$ cat src/rtl/video_pkg.sv
// Shared video types for the motion view compositor.
//   tile_sel_e         : quadrant selector for the 2x2 tiled output
//   rgb_t              : packed R/G/B pixel at the default channel width
//   DEFAULT_BORDER_RGB : full red, no green/blue
package video_pkg;

  localparam int unsigned RGB_DEFAULT_W = 4;

  typedef enum logic [1:0] {
    TILE_LT = 2'd0,
    TILE_RT = 2'd1,
    TILE_LB = 2'd2,
    TILE_RB = 2'd3
  } tile_sel_e;

  typedef struct packed {
    logic [RGB_DEFAULT_W-1:0] r;
    logic [RGB_DEFAULT_W-1:0] g;
    logic [RGB_DEFAULT_W-1:0] b;
  } rgb_t;

  localparam rgb_t DEFAULT_BORDER_RGB = '{r: '1, g: '0, b: '0};

endpackage

$ cat src/rtl/motion_view_compositor_if.sv
// Pixel/control bundle between the video source and the compositor.
//   Source -> compositor : vref, x_local, y_local, display_enable, tile_sel,
//                          motion_detected, blink_en, tile0_rgb, tile1..3_y
//   Compositor -> source : frame_count, frame_done, alarm, red/green/blue_port
interface motion_view_compositor_if #(
  parameter int unsigned COLOR_W   = 4,
  parameter int unsigned FRAME_MOD = 3
) ();

  localparam int unsigned CNT_W = (FRAME_MOD > 1) ? $clog2(FRAME_MOD) : 1;

  logic                       vref;
  logic [9:0]                 x_local;
  logic [9:0]                 y_local;
  logic                       display_enable;
  video_pkg::tile_sel_e       tile_sel;
  logic                       motion_detected;
  logic                       blink_en;
  logic [3*COLOR_W-1:0]       tile0_rgb;
  logic [COLOR_W-1:0]         tile1_y;
  logic [COLOR_W-1:0]         tile2_y;
  logic [COLOR_W-1:0]         tile3_y;

  logic [CNT_W-1:0]           frame_count;
  logic                       frame_done;
  logic                       alarm;
  logic [COLOR_W-1:0]         red_port;
  logic [COLOR_W-1:0]         green_port;
  logic [COLOR_W-1:0]         blue_port;

  modport master (
    output vref, x_local, y_local, display_enable, tile_sel,
           motion_detected, blink_en, tile0_rgb, tile1_y, tile2_y, tile3_y,
    input  frame_count, frame_done, alarm, red_port, green_port, blue_port
  );

  modport slave (
    input  vref, x_local, y_local, display_enable, tile_sel,
           motion_detected, blink_en, tile0_rgb, tile1_y, tile2_y, tile3_y,
    output frame_count, frame_done, alarm, red_port, green_port, blue_port
  );

endinterface

$ cat src/rtl/frame_tick_gen.sv
// Frame tick generator: detects vref edges and keeps a modulo frame counter.
//   clk, reset   : clock, async active-high reset
//   vref         : camera frame sync
//   frame_done_c : one-cycle tick per qualifying vref edge (combinational)
//   frame_count  : registered frame index, wraps at FRAME_MOD
module frame_tick_gen #(
  parameter int unsigned FRAME_MOD = 3,
  parameter int unsigned EDGE_MODE = 0,
  parameter int unsigned CNT_W     = (FRAME_MOD > 1) ? $clog2(FRAME_MOD) : 1
) (
  input  logic             clk,
  input  logic             reset,
  input  logic             vref,
  output logic             frame_done_c,
  output logic [CNT_W-1:0] frame_count
);

  logic             prev_vref_q;
  logic [CNT_W-1:0] frame_count_q;
  logic [CNT_W-1:0] frame_count_d;

  // Any toggle, or rising edge only, relative to last cycle's vref.
  always_comb begin
    if (EDGE_MODE == 0) begin
      frame_done_c = vref ^ prev_vref_q;
    end else begin
      frame_done_c = vref & ~prev_vref_q;
    end
  end

  always_comb begin
    frame_count_d = frame_count_q;
    if (frame_done_c) begin
      if (frame_count_q == CNT_W'(FRAME_MOD - 1)) begin
        frame_count_d = '0;
      end else begin
        frame_count_d = frame_count_q + CNT_W'(1);
      end
    end
  end

  always_ff @(posedge clk or posedge reset) begin
    if (reset) begin
      prev_vref_q   <= 1'b0;
      frame_count_q <= '0;
    end else begin
      prev_vref_q   <= vref;
      frame_count_q <= frame_count_d;
    end
  end

  assign frame_count = frame_count_q;

endmodule

$ cat src/rtl/motion_view_compositor.sv
// Composites a 2x2 camera view: tile 0 in colour with a blinking alarm
// border on motion, tiles 1-3 greyscale. Also reports frame ticks/count.
//   clk, reset : clock, async active-high reset
//   bus        : motion_view_compositor_if slave (pixel inputs, control,
//                frame_count/frame_done/alarm and registered RGB outputs)
module motion_view_compositor
  import video_pkg::*;
#(
  parameter int unsigned COLOR_W        = 4,
  parameter int unsigned FRAME_MOD      = 3,
  parameter int unsigned EDGE_MODE      = 0,
  parameter int unsigned TILE_W         = 320,
  parameter int unsigned TILE_H         = 240,
  parameter int unsigned LINE_THICKNESS = 20,
  parameter int unsigned HOLD_FRAMES    = 30,
  parameter int unsigned BLINK_FRAMES   = 8,
  parameter logic [3*COLOR_W-1:0] BORDER_RGB =
    {{COLOR_W{1'b1}}, {(2*COLOR_W){1'b0}}}
) (
  input  logic                      clk,
  input  logic                      reset,
  motion_view_compositor_if.slave   bus
);

  localparam int unsigned CNT_W   = (FRAME_MOD > 1) ? $clog2(FRAME_MOD) : 1;
  localparam int unsigned HOLD_W  = $clog2(HOLD_FRAMES + 1);
  localparam int unsigned BLINK_W = (BLINK_FRAMES > 1) ? $clog2(BLINK_FRAMES) : 1;

  localparam logic [9:0] X_LO = 10'(LINE_THICKNESS);
  localparam logic [9:0] X_HI = 10'(TILE_W - LINE_THICKNESS);
  localparam logic [9:0] Y_LO = 10'(LINE_THICKNESS);
  localparam logic [9:0] Y_HI = 10'(TILE_H - LINE_THICKNESS);

  typedef struct packed {
    logic [COLOR_W-1:0] r;
    logic [COLOR_W-1:0] g;
    logic [COLOR_W-1:0] b;
  } pix_t;

  function automatic pix_t grey(input logic [COLOR_W-1:0] v);
    return '{r: v, g: v, b: v};
  endfunction

  logic               frame_done_c;
  logic [HOLD_W-1:0]  hold_cnt_q,    hold_cnt_d;
  logic [BLINK_W-1:0] blink_cnt_q,   blink_cnt_d;
  logic               blink_phase_q, blink_phase_d;
  logic               alarm_q,       alarm_d;
  pix_t               rgb_q,         rgb_d;
  logic               border_pix_c;
  logic               border_vis_c;

  frame_tick_gen #(
    .FRAME_MOD (FRAME_MOD),
    .EDGE_MODE (EDGE_MODE),
    .CNT_W     (CNT_W)
  ) u_frame_tick_gen (
    .clk          (clk),
    .reset        (reset),
    .vref         (bus.vref),
    .frame_done_c (frame_done_c),
    .frame_count  (bus.frame_count)
  );

  // Alarm hold and blink timing, all stepped once per frame.
  // Motion reloads the hold even when it is about to expire.
  always_comb begin
    hold_cnt_d    = hold_cnt_q;
    blink_cnt_d   = blink_cnt_q;
    blink_phase_d = blink_phase_q;
    if (frame_done_c) begin
      if (bus.motion_detected) begin
        hold_cnt_d = HOLD_W'(HOLD_FRAMES);
      end else if (hold_cnt_q != '0) begin
        hold_cnt_d = hold_cnt_q - HOLD_W'(1);
      end
      if (blink_cnt_q == BLINK_W'(BLINK_FRAMES - 1)) begin
        blink_cnt_d   = '0;
        blink_phase_d = ~blink_phase_q;
      end else begin
        blink_cnt_d = blink_cnt_q + BLINK_W'(1);
      end
    end
    alarm_d = (hold_cnt_q != '0);
  end

  // Border ring on the colour tile only.
  always_comb begin
    border_pix_c = (bus.tile_sel == TILE_LT) &&
                   ((bus.x_local < X_LO) || (bus.x_local >= X_HI) ||
                    (bus.y_local < Y_LO) || (bus.y_local >= Y_HI));
    border_vis_c = alarm_q && (!bus.blink_en || blink_phase_q);
  end

  // Pixel mux; blanking forces black.
  always_comb begin
    rgb_d = '0;
    if (bus.display_enable) begin
      case (bus.tile_sel)
        TILE_LT: rgb_d = (border_pix_c && border_vis_c) ? pix_t'(BORDER_RGB)
                                                        : pix_t'(bus.tile0_rgb);
        TILE_RT: rgb_d = grey(bus.tile1_y);
        TILE_LB: rgb_d = grey(bus.tile2_y);
        TILE_RB: rgb_d = grey(bus.tile3_y);
      endcase
    end
  end

  always_ff @(posedge clk or posedge reset) begin
    if (reset) begin
      hold_cnt_q    <= '0;
      blink_cnt_q   <= '0;
      blink_phase_q <= 1'b0;
      alarm_q       <= 1'b0;
      rgb_q         <= '0;
    end else begin
      hold_cnt_q    <= hold_cnt_d;
      blink_cnt_q   <= blink_cnt_d;
      blink_phase_q <= blink_phase_d;
      alarm_q       <= alarm_d;
      rgb_q         <= rgb_d;
    end
  end

  assign bus.frame_done = frame_done_c;
  assign bus.alarm      = alarm_q;
  assign bus.red_port   = rgb_q.r;
  assign bus.green_port = rgb_q.g;
  assign bus.blue_port  = rgb_q.b;

endmodule

$ cat src/flat_wrapper.sv
// flat-port wrapper written by rule: the top's interface ports become plain ports
module motion_view_compositor_flat import video_pkg::*;
#(
  parameter int unsigned COLOR_W        = 4,
  parameter int unsigned FRAME_MOD      = 3,
  parameter int unsigned EDGE_MODE      = 0,
  parameter int unsigned TILE_W         = 320,
  parameter int unsigned TILE_H         = 240,
  parameter int unsigned LINE_THICKNESS = 20,
  parameter int unsigned HOLD_FRAMES    = 30,
  parameter int unsigned BLINK_FRAMES   = 8,
  parameter logic [3*COLOR_W-1:0] BORDER_RGB =
    {{COLOR_W{1'b1}}, {(2*COLOR_W){1'b0}}}
)
  (clk, reset, bus_vref, bus_x_local, bus_y_local, bus_display_enable, bus_tile_sel, bus_motion_detected, bus_blink_en, bus_tile0_rgb, bus_tile1_y, bus_tile2_y, bus_tile3_y, bus_frame_count, bus_frame_done, bus_alarm, bus_red_port, bus_green_port, bus_blue_port);
  motion_view_compositor_if #(.COLOR_W(COLOR_W), .FRAME_MOD(FRAME_MOD)) bus_i ();
  input  logic clk;
  input  logic reset;
  input wire logic [$bits(bus_i.vref)-1:0] bus_vref;
  input wire logic [$bits(bus_i.x_local)-1:0] bus_x_local;
  input wire logic [$bits(bus_i.y_local)-1:0] bus_y_local;
  input wire logic [$bits(bus_i.display_enable)-1:0] bus_display_enable;
  input wire logic [$bits(bus_i.tile_sel)-1:0] bus_tile_sel;
  input wire logic [$bits(bus_i.motion_detected)-1:0] bus_motion_detected;
  input wire logic [$bits(bus_i.blink_en)-1:0] bus_blink_en;
  input wire logic [$bits(bus_i.tile0_rgb)-1:0] bus_tile0_rgb;
  input wire logic [$bits(bus_i.tile1_y)-1:0] bus_tile1_y;
  input wire logic [$bits(bus_i.tile2_y)-1:0] bus_tile2_y;
  input wire logic [$bits(bus_i.tile3_y)-1:0] bus_tile3_y;
  output wire logic [$bits(bus_i.frame_count)-1:0] bus_frame_count;
  output wire logic [$bits(bus_i.frame_done)-1:0] bus_frame_done;
  output wire logic [$bits(bus_i.alarm)-1:0] bus_alarm;
  output wire logic [$bits(bus_i.red_port)-1:0] bus_red_port;
  output wire logic [$bits(bus_i.green_port)-1:0] bus_green_port;
  output wire logic [$bits(bus_i.blue_port)-1:0] bus_blue_port;
  assign bus_i.vref = bus_vref;
  assign bus_i.x_local = bus_x_local;
  assign bus_i.y_local = bus_y_local;
  assign bus_i.display_enable = bus_display_enable;
  assign bus_i.tile_sel = bus_tile_sel;
  assign bus_i.motion_detected = bus_motion_detected;
  assign bus_i.blink_en = bus_blink_en;
  assign bus_i.tile0_rgb = bus_tile0_rgb;
  assign bus_i.tile1_y = bus_tile1_y;
  assign bus_i.tile2_y = bus_tile2_y;
  assign bus_i.tile3_y = bus_tile3_y;
  assign bus_frame_count = bus_i.frame_count;
  assign bus_frame_done = bus_i.frame_done;
  assign bus_alarm = bus_i.alarm;
  assign bus_red_port = bus_i.red_port;
  assign bus_green_port = bus_i.green_port;
  assign bus_blue_port = bus_i.blue_port;
  motion_view_compositor #(.COLOR_W(COLOR_W), .FRAME_MOD(FRAME_MOD), .EDGE_MODE(EDGE_MODE), .TILE_W(TILE_W), .TILE_H(TILE_H), .LINE_THICKNESS(LINE_THICKNESS), .HOLD_FRAMES(HOLD_FRAMES), .BLINK_FRAMES(BLINK_FRAMES), .BORDER_RGB(BORDER_RGB)) u_core (.clk(clk), .reset(reset), .bus(bus_i));
endmodule
$ cat config.mk
export PLATFORM = sky130hd
export DESIGN_NAME = motion_view_compositor_flat
export DESIGN_NICKNAME = d
export VERILOG_FILES = /design/src/rtl/video_pkg.sv /design/src/rtl/motion_view_compositor_if.sv /design/src/rtl/frame_tick_gen.sv /design/src/rtl/motion_view_compositor.sv /design/src/flat_wrapper.sv
export SDC_FILE = /design/constraint.sdc
export NUM_CORES = 1
export LEC_CHECK = 0
export CAP_MARGIN = 30
export CORE_ASPECT_RATIO = 0.5
export CORE_MARGIN = 3
export CORE_UTILIZATION = 42
export CTS_CLUSTER_DIAMETER = 150
export CTS_CLUSTER_SIZE = 10
export DETAILED_ROUTE_END_ITERATION = 12
export GPL_TIMING_DRIVEN = 0
export PLACE_DENSITY = 0.85
export SLEW_MARGIN = 5
export SYNTH_ARGS = -nofsm -noshare
export SYNTH_HDL_FRONTEND = slang
export SYNTH_SLANG_ARGS = --single-unit
$ cat constraint.sdc
create_clock -name clk -period 3.28 [get_ports clk]
set_input_delay 0.656 -clock clk [delete_from_list [all_inputs] [get_ports clk]]
set_output_delay 0.656 -clock clk [all_outputs]
set_load 0.01 [all_outputs]
# After elaboration in Yosys (flattened, before gate mapping)
# Cells that the tools add are included.
[totals]
regBits = 25
in_bits = 52
elab_cells = 43
[op_classes]
n_addsub = 3
order_cmp = 4
n_eq_ne = 5
mux = 7
bitwise = 2
n_reduce_logical = 13
[op_table]
columns = ["op", "n"]
rows = [
  ["case mux 12 bit (4 select lines)", 1],
  ["2-to-1 mux 12 bit", 2],
  ["< comparator 10 x 5 -> 1 bit, second input constant", 2],
  [">= comparator 10 x 8 -> 1 bit, second input constant", 1],
  [">= comparator 10 x 9 -> 1 bit, second input constant", 1],
  ["2-to-1 mux 5 bit", 2],
  ["equality test 2 bit, second input constant", 3],
  ["nonzero test 5 bit", 1],
  ["subtractor 5 x 1 -> 5 bit, second input constant", 1],
  ["logical OR 1 bit", 4],
  ["AND reduction 2 bit", 2],
  ["adder 3 x 1 -> 3 bit, second input constant", 1],
  ["equality test 3 bit, second input constant", 1],
  ["logical AND 1 bit", 3],
  ["2-to-1 mux 3 bit", 1],
  ["adder 2 x 1 -> 2 bit, second input constant", 1],
  ["equality test 2 x 1 -> 1 bit, second input constant", 1],
  ["logical NOT 2 bit", 1],
  ["2-to-1 mux 2 bit", 1],
  ["nonzero test 2 bit", 1],
  ["logical NOT 1 bit", 1],
  ["NOT 1 bit", 1],
  ["XOR 1 bit", 1],
]

# Logic depth before layout (Yosys ltp)
[logic_depth]
ltp_word = 9
mapped_depth = 7
mapped_depth_nobuf = 6

# By module
# A second synthesis with hierarchy kept.
[hier_totals]
hier_cells = 128
area_unflattened_um2 = 1290.0
[modules_own_cells]
columns = ["module", "n_inst", "cells_each", "area_each_um2"]
rows = [
  ["motion_view_compositor", 1, 119, 1162.4],
  ["frame_tick_gen", 1, 9, 127.6],
]

# Worst setup path before layout
# OpenSTA, ideal clock, no wires.
[synth_path]
path_type = "input -> register"
from = "in bus_tile_sel[1]"
to = "reg u_core.rgb_q (netlist bit u_core.bus.blue_port[0])"
arrival_time_ps = 1501
path_slack_ps = 1649
path_stages = 5
path_buffers = 2
path_cell_list = "buf_2 or2_1 clkbuf_1 nor2_2 a21oi_1"
[synth_rtl]
columns = ["item", "line_no", "rtl"]
rows = [
  ["from (decl)", "flat_wrapper.sv:23", "input wire logic [$bits(bus_i.tile_sel)-1:0] bus_tile_sel;"],
  ["to (signal assigned)", "motion_view_compositor.sv:121", "rgb_q <= rgb_d;"],
  ["to (decl)", "motion_view_compositor.sv:49", "pix_t rgb_q, rgb_d;"],
]

# Worst setup path after layout
[layout_path]
from = "in bus_vref"
to = "out bus_frame_done"
[layout_via]
elab_chain_cells = 1
[layout_rtl]
columns = ["item", "line_no", "rtl"]
rows = [
  ["from (decl)", "flat_wrapper.sv:19", "input wire logic [$bits(bus_i.vref)-1:0] bus_vref;"],
  ["XOR 1 bit", "frame_tick_gen.sv:25", "frame_done_c = vref ^ prev_vref_q;"],
  ["to (decl)", "flat_wrapper.sv:31", "output wire logic [$bits(bus_i.frame_done)-1:0] bus_frame_done;"],
]
# No other way between the ends.

==> summary.md <==
| Metric | Value |
|---|---|
| Largest net degree at the start of global routing | `26` |
| Status | `finished clean` |
| Crit path time final | `2.662 ns` |
| Final-stage net count | `255` |
| Final count of hold timing violations | `0` |
| Post-synthesis sequential area ratio | `0.4850` |
| N_diodes | `0` |
| Clock tree buffer depth | `2` |
| Crit. End Element | `output port` |
| Initial DRC count | `45` |
| Predominant post-synthesis flop cell | `dfrtp_1` |
| Slew margin rel. | `0.7162` |
| Via count | `1250` |
| Clk network pwr share | `0.208` |
| Total GRT Usage | `0.1772` |
| CORE AREA | `2749 sq um` |
| Vias in the first global route | `1261` |
| Fill count | `218` |
| Worst setup SP type | `input port` |
| Die area | `3813 sq um` |
| H-tree Lvls | `1` |
| Number of flops mapped to enable cells by yosys | `0` |
| Top Ports | `68` |
| Highest-count cells in the layout ignoring fill and taps | `61 x clkdlybuf4s50_1, 25 x dfrtp_1, 14 x nand2_1, 13 x inv_1, 13 x o21ai_0` |
| Switching Share | `0.3048` |
| First-pass GRT wire length | `5264 microns` |
| Initial Util | `0.4693` |
| Power Density | `443.5 nW/um^2` |
| RSZ-0062 raised after global routing | `false` |
| R2R cell count | `7` |
| Die W | `84.38 microns` |
| Syn. warnings | `0` |
| CTS Buf Count | `3` |
| Setup bufs post-CTS | `0` |
| Crit-path cells | `clkdlybuf4s50_1, xnor2_2, inv_2, clkdlybuf4s50_1` |
| Clock Latency Late Sink | `0.27 ns` |
| Slowest stage delay, CP | `0.56 ns` |
| Area grow syn2layout | `56.55%` |
| Commonest non-fill, non-tap cell in the layout | `clkdlybuf4s50_1` |
| Via density | `5.319` |
| Worst path most repeated cell | `clkdlybuf4s50_1` |
| Area of the mapped netlist | `1290 sq um` |
| Worst VDD drop | `251.3 uV` |
| Crit Path Max Fanout | `8` |
| Logic pwr share | `0.330` |
| RePlAce Congestion | `0.7975` |
| Post-Syn Nets | `188` |
| Initial antenna violation count | `0` |
| Hold Path Depth | `2` |
| Clock Skews | `0.003600 ns` |
| Syn avg cell area | `9.773 sq um` |
| Port buffer count | `61` |
| Die height | `45.19 microns` |
| Asr flop ratio synth | `1.000` |
| Crit path DAT | `2.01 ns` |
| Layout cells sized above 1 | `0.09091` |
| Root buffer cell | `clkbuf_8` |
| DR WL/cell | `14.64 microns` |
| CP Class | `input port to output port` |
| Slew @ Worst Pin | `0.4253 ns` |
| CTS tree | `yes` |
| GRT overflow | `0` |
| Flops & latches, synth | `25` |
| Hold Buf Count CTS | `0` |
| Lkg Pwr | `0.8642 nW` |
| DRC viols | `0` |
| Total placed cells including tap cells | `230` |
| Clk sink count | `25` |
| # rows | `13` |
| TritonRoute pass-1 iters | `4` |
| Crit-path slowest cell | `clkdlybuf4s50_1` |
| Hold WC Path Type | `flip-flop to flip-flop` |
| CTS resizes | `0` |
| Internal | `0.6226 mW` |
| Final setup viols | `0` |
| Seq pwr share | `0.462` |
| # Max-Cap Violations | `0` |
| Non-filler cells, final | `235` |
| Clock Pin Slew Worst Setup and Hold Paths | `0.09 ns` |
| Worst EP required | `2.62 ns` |
| DP HPWL | `2748 microns` |
| Unique cell type count in the Yosys netlist | `37` |
| Final Cycle Share | `0.8116` |
| Setup TNS | `0 ns` |
| Mapped Cells | `132` |
| Antenna Nets Post-Route | `0` |
| NetSw | `0.2730 mW` |
| Final wirelength | `3440 microns` |
| Fmax | `375.7 MHz` |
| Slew Viols, Final | `0` |
cell usage after synthesis, types with 2 or more instances:
master     n  area (sq um)
a32oi_1    2         17.52
ha_1       4         50.05
inv_1     13         48.80
a31oi_1    4         25.02
a211oi_1   4         30.03
a31o_2     2         17.52
a21oi_1   11         55.05
nand2_1   14         52.55
nor3_1     3         15.01
buf_2      2         10.01
nor3b_1    4         30.03
dfrtp_1   25         625.6
o21ai_0   13         65.06
nor2_1     3         11.26
mux2i_1    4         40.04
clkbuf_1   2         7.510
o21ai_1    2         10.01
layout make-up:
type / count / area (sq um) / area share
tap: 37 / 46.29 / 0.02292
buffer: 5 / 25.02 / 0.01239
timing repair buffer: 62 / 638.1 / 0.3160
multi-input combinational: 88 / 586.8 / 0.2906
inverter: 14 / 52.55 / 0.02602
clock buffer: 4 / 45.04 / 0.02230
sequential: 25 / 625.6 / 0.3098
logic make-up after synthesis:
kind of cell / count (synthesis) / share of synthesized area
flip-flops: 25 / 0.4850
AND/OR/NAND/NOR: 32 / 0.1358
XOR/XNOR: 2 / 0.01940
multiplexers: 5 / 0.03977
buffers and inverters: 19 / 0.06014
adder cells (fa/ha/maj): 4 / 0.03880
AO/OA/AOI/OAI: 45 / 0.2211
through the flow:
step	hold WS (ns)	setup slack, ns	area, sq um	power (mW)	util
2_1_floorplan	0.4398	1.649	1290	0.5552	-
3_3_place_gp	0.4535	0.6264	1947	0.6873	0.7082
3_5_place_dp	0.4729	0.6179	1947	0.7127	0.7082
4_1_cts	0.4942	0.6186	1992	0.8940	0.7246
5_1_grt	0.5002	0.5496	2019	0.9422	0.7346
6_report	0.4992	0.6180	2019	0.8956	0.7346
sequential cells by signal (all words and copies together), names as in the netlist:
signal and flops:
u_core.hold_cnt_q 5, u_core.blink_phase_q 1, u_core.blink_cnt_q 3, u_core.bus.red_port 4, u_core.bus.alarm 1, u_core.u_frame_tick_gen.frame_count 2, u_core.bus.blue_port 4, u_core.u_frame_tick_gen.prev_vref_q 1
u_core.bus.green_port 4
metal layers:
metal,part of all wire,wire length (microns),global-route usage
met1,0.39,1346,0.1705
met2,0.54,1843,0.3699
met3,0.052,179,0.05464
met4,0.020,70,0.06309
met5,0,0,0
path summary, 6_finish.rpt:
kind,endpoint,start,slack [ns]
min in group asynchronous,u_core.bus.blue_port[0]$_DFF_PP0_,reset,0.67
setup / recovery,bus_frame_done,bus_vref,0.62
hold / removal,u_core.blink_cnt_q[2]$_DFFE_PP0N_,u_core.blink_cnt_q[2]$_DFFE_PP0N_,0.50
max in group asynchronous,u_core.bus.blue_port[2]$_DFF_PP0_,reset,2.19
hold reg to reg,u_core.blink_cnt_q[2]$_DFFE_PP0N_,u_core.blink_cnt_q[2]$_DFFE_PP0N_,0.50
setup reg to reg,u_core.hold_cnt_q[0]$_DFFE_PP0P_,u_core.hold_cnt_q[0]$_DFFE_PP0P_,1.58
critical path: cells and delay by family:
| kind | cells | cell delay, ns |
|---|---|---|
| XOR/XNOR | 1 | 0.18 |
| buffers and inverters | 3 | 1.16 |
power groups by stage:
| stage | Sequential [mW] | Combinational (mW) | Clock, mW |
|---|---|---|---|
| floorplan | 0.421 | 0.134 | 0 |
| global placement | 0.413 | 0.274 | 0 |
| detailed placement | 0.420 | 0.293 | 0 |
| CTS | 0.414 | 0.293 | 0.187 |
| global route | 0.420 | 0.323 | 0.200 |
| finish | 0.414 | 0.295 | 0.186 |
(Power assumes the default switching activity.)
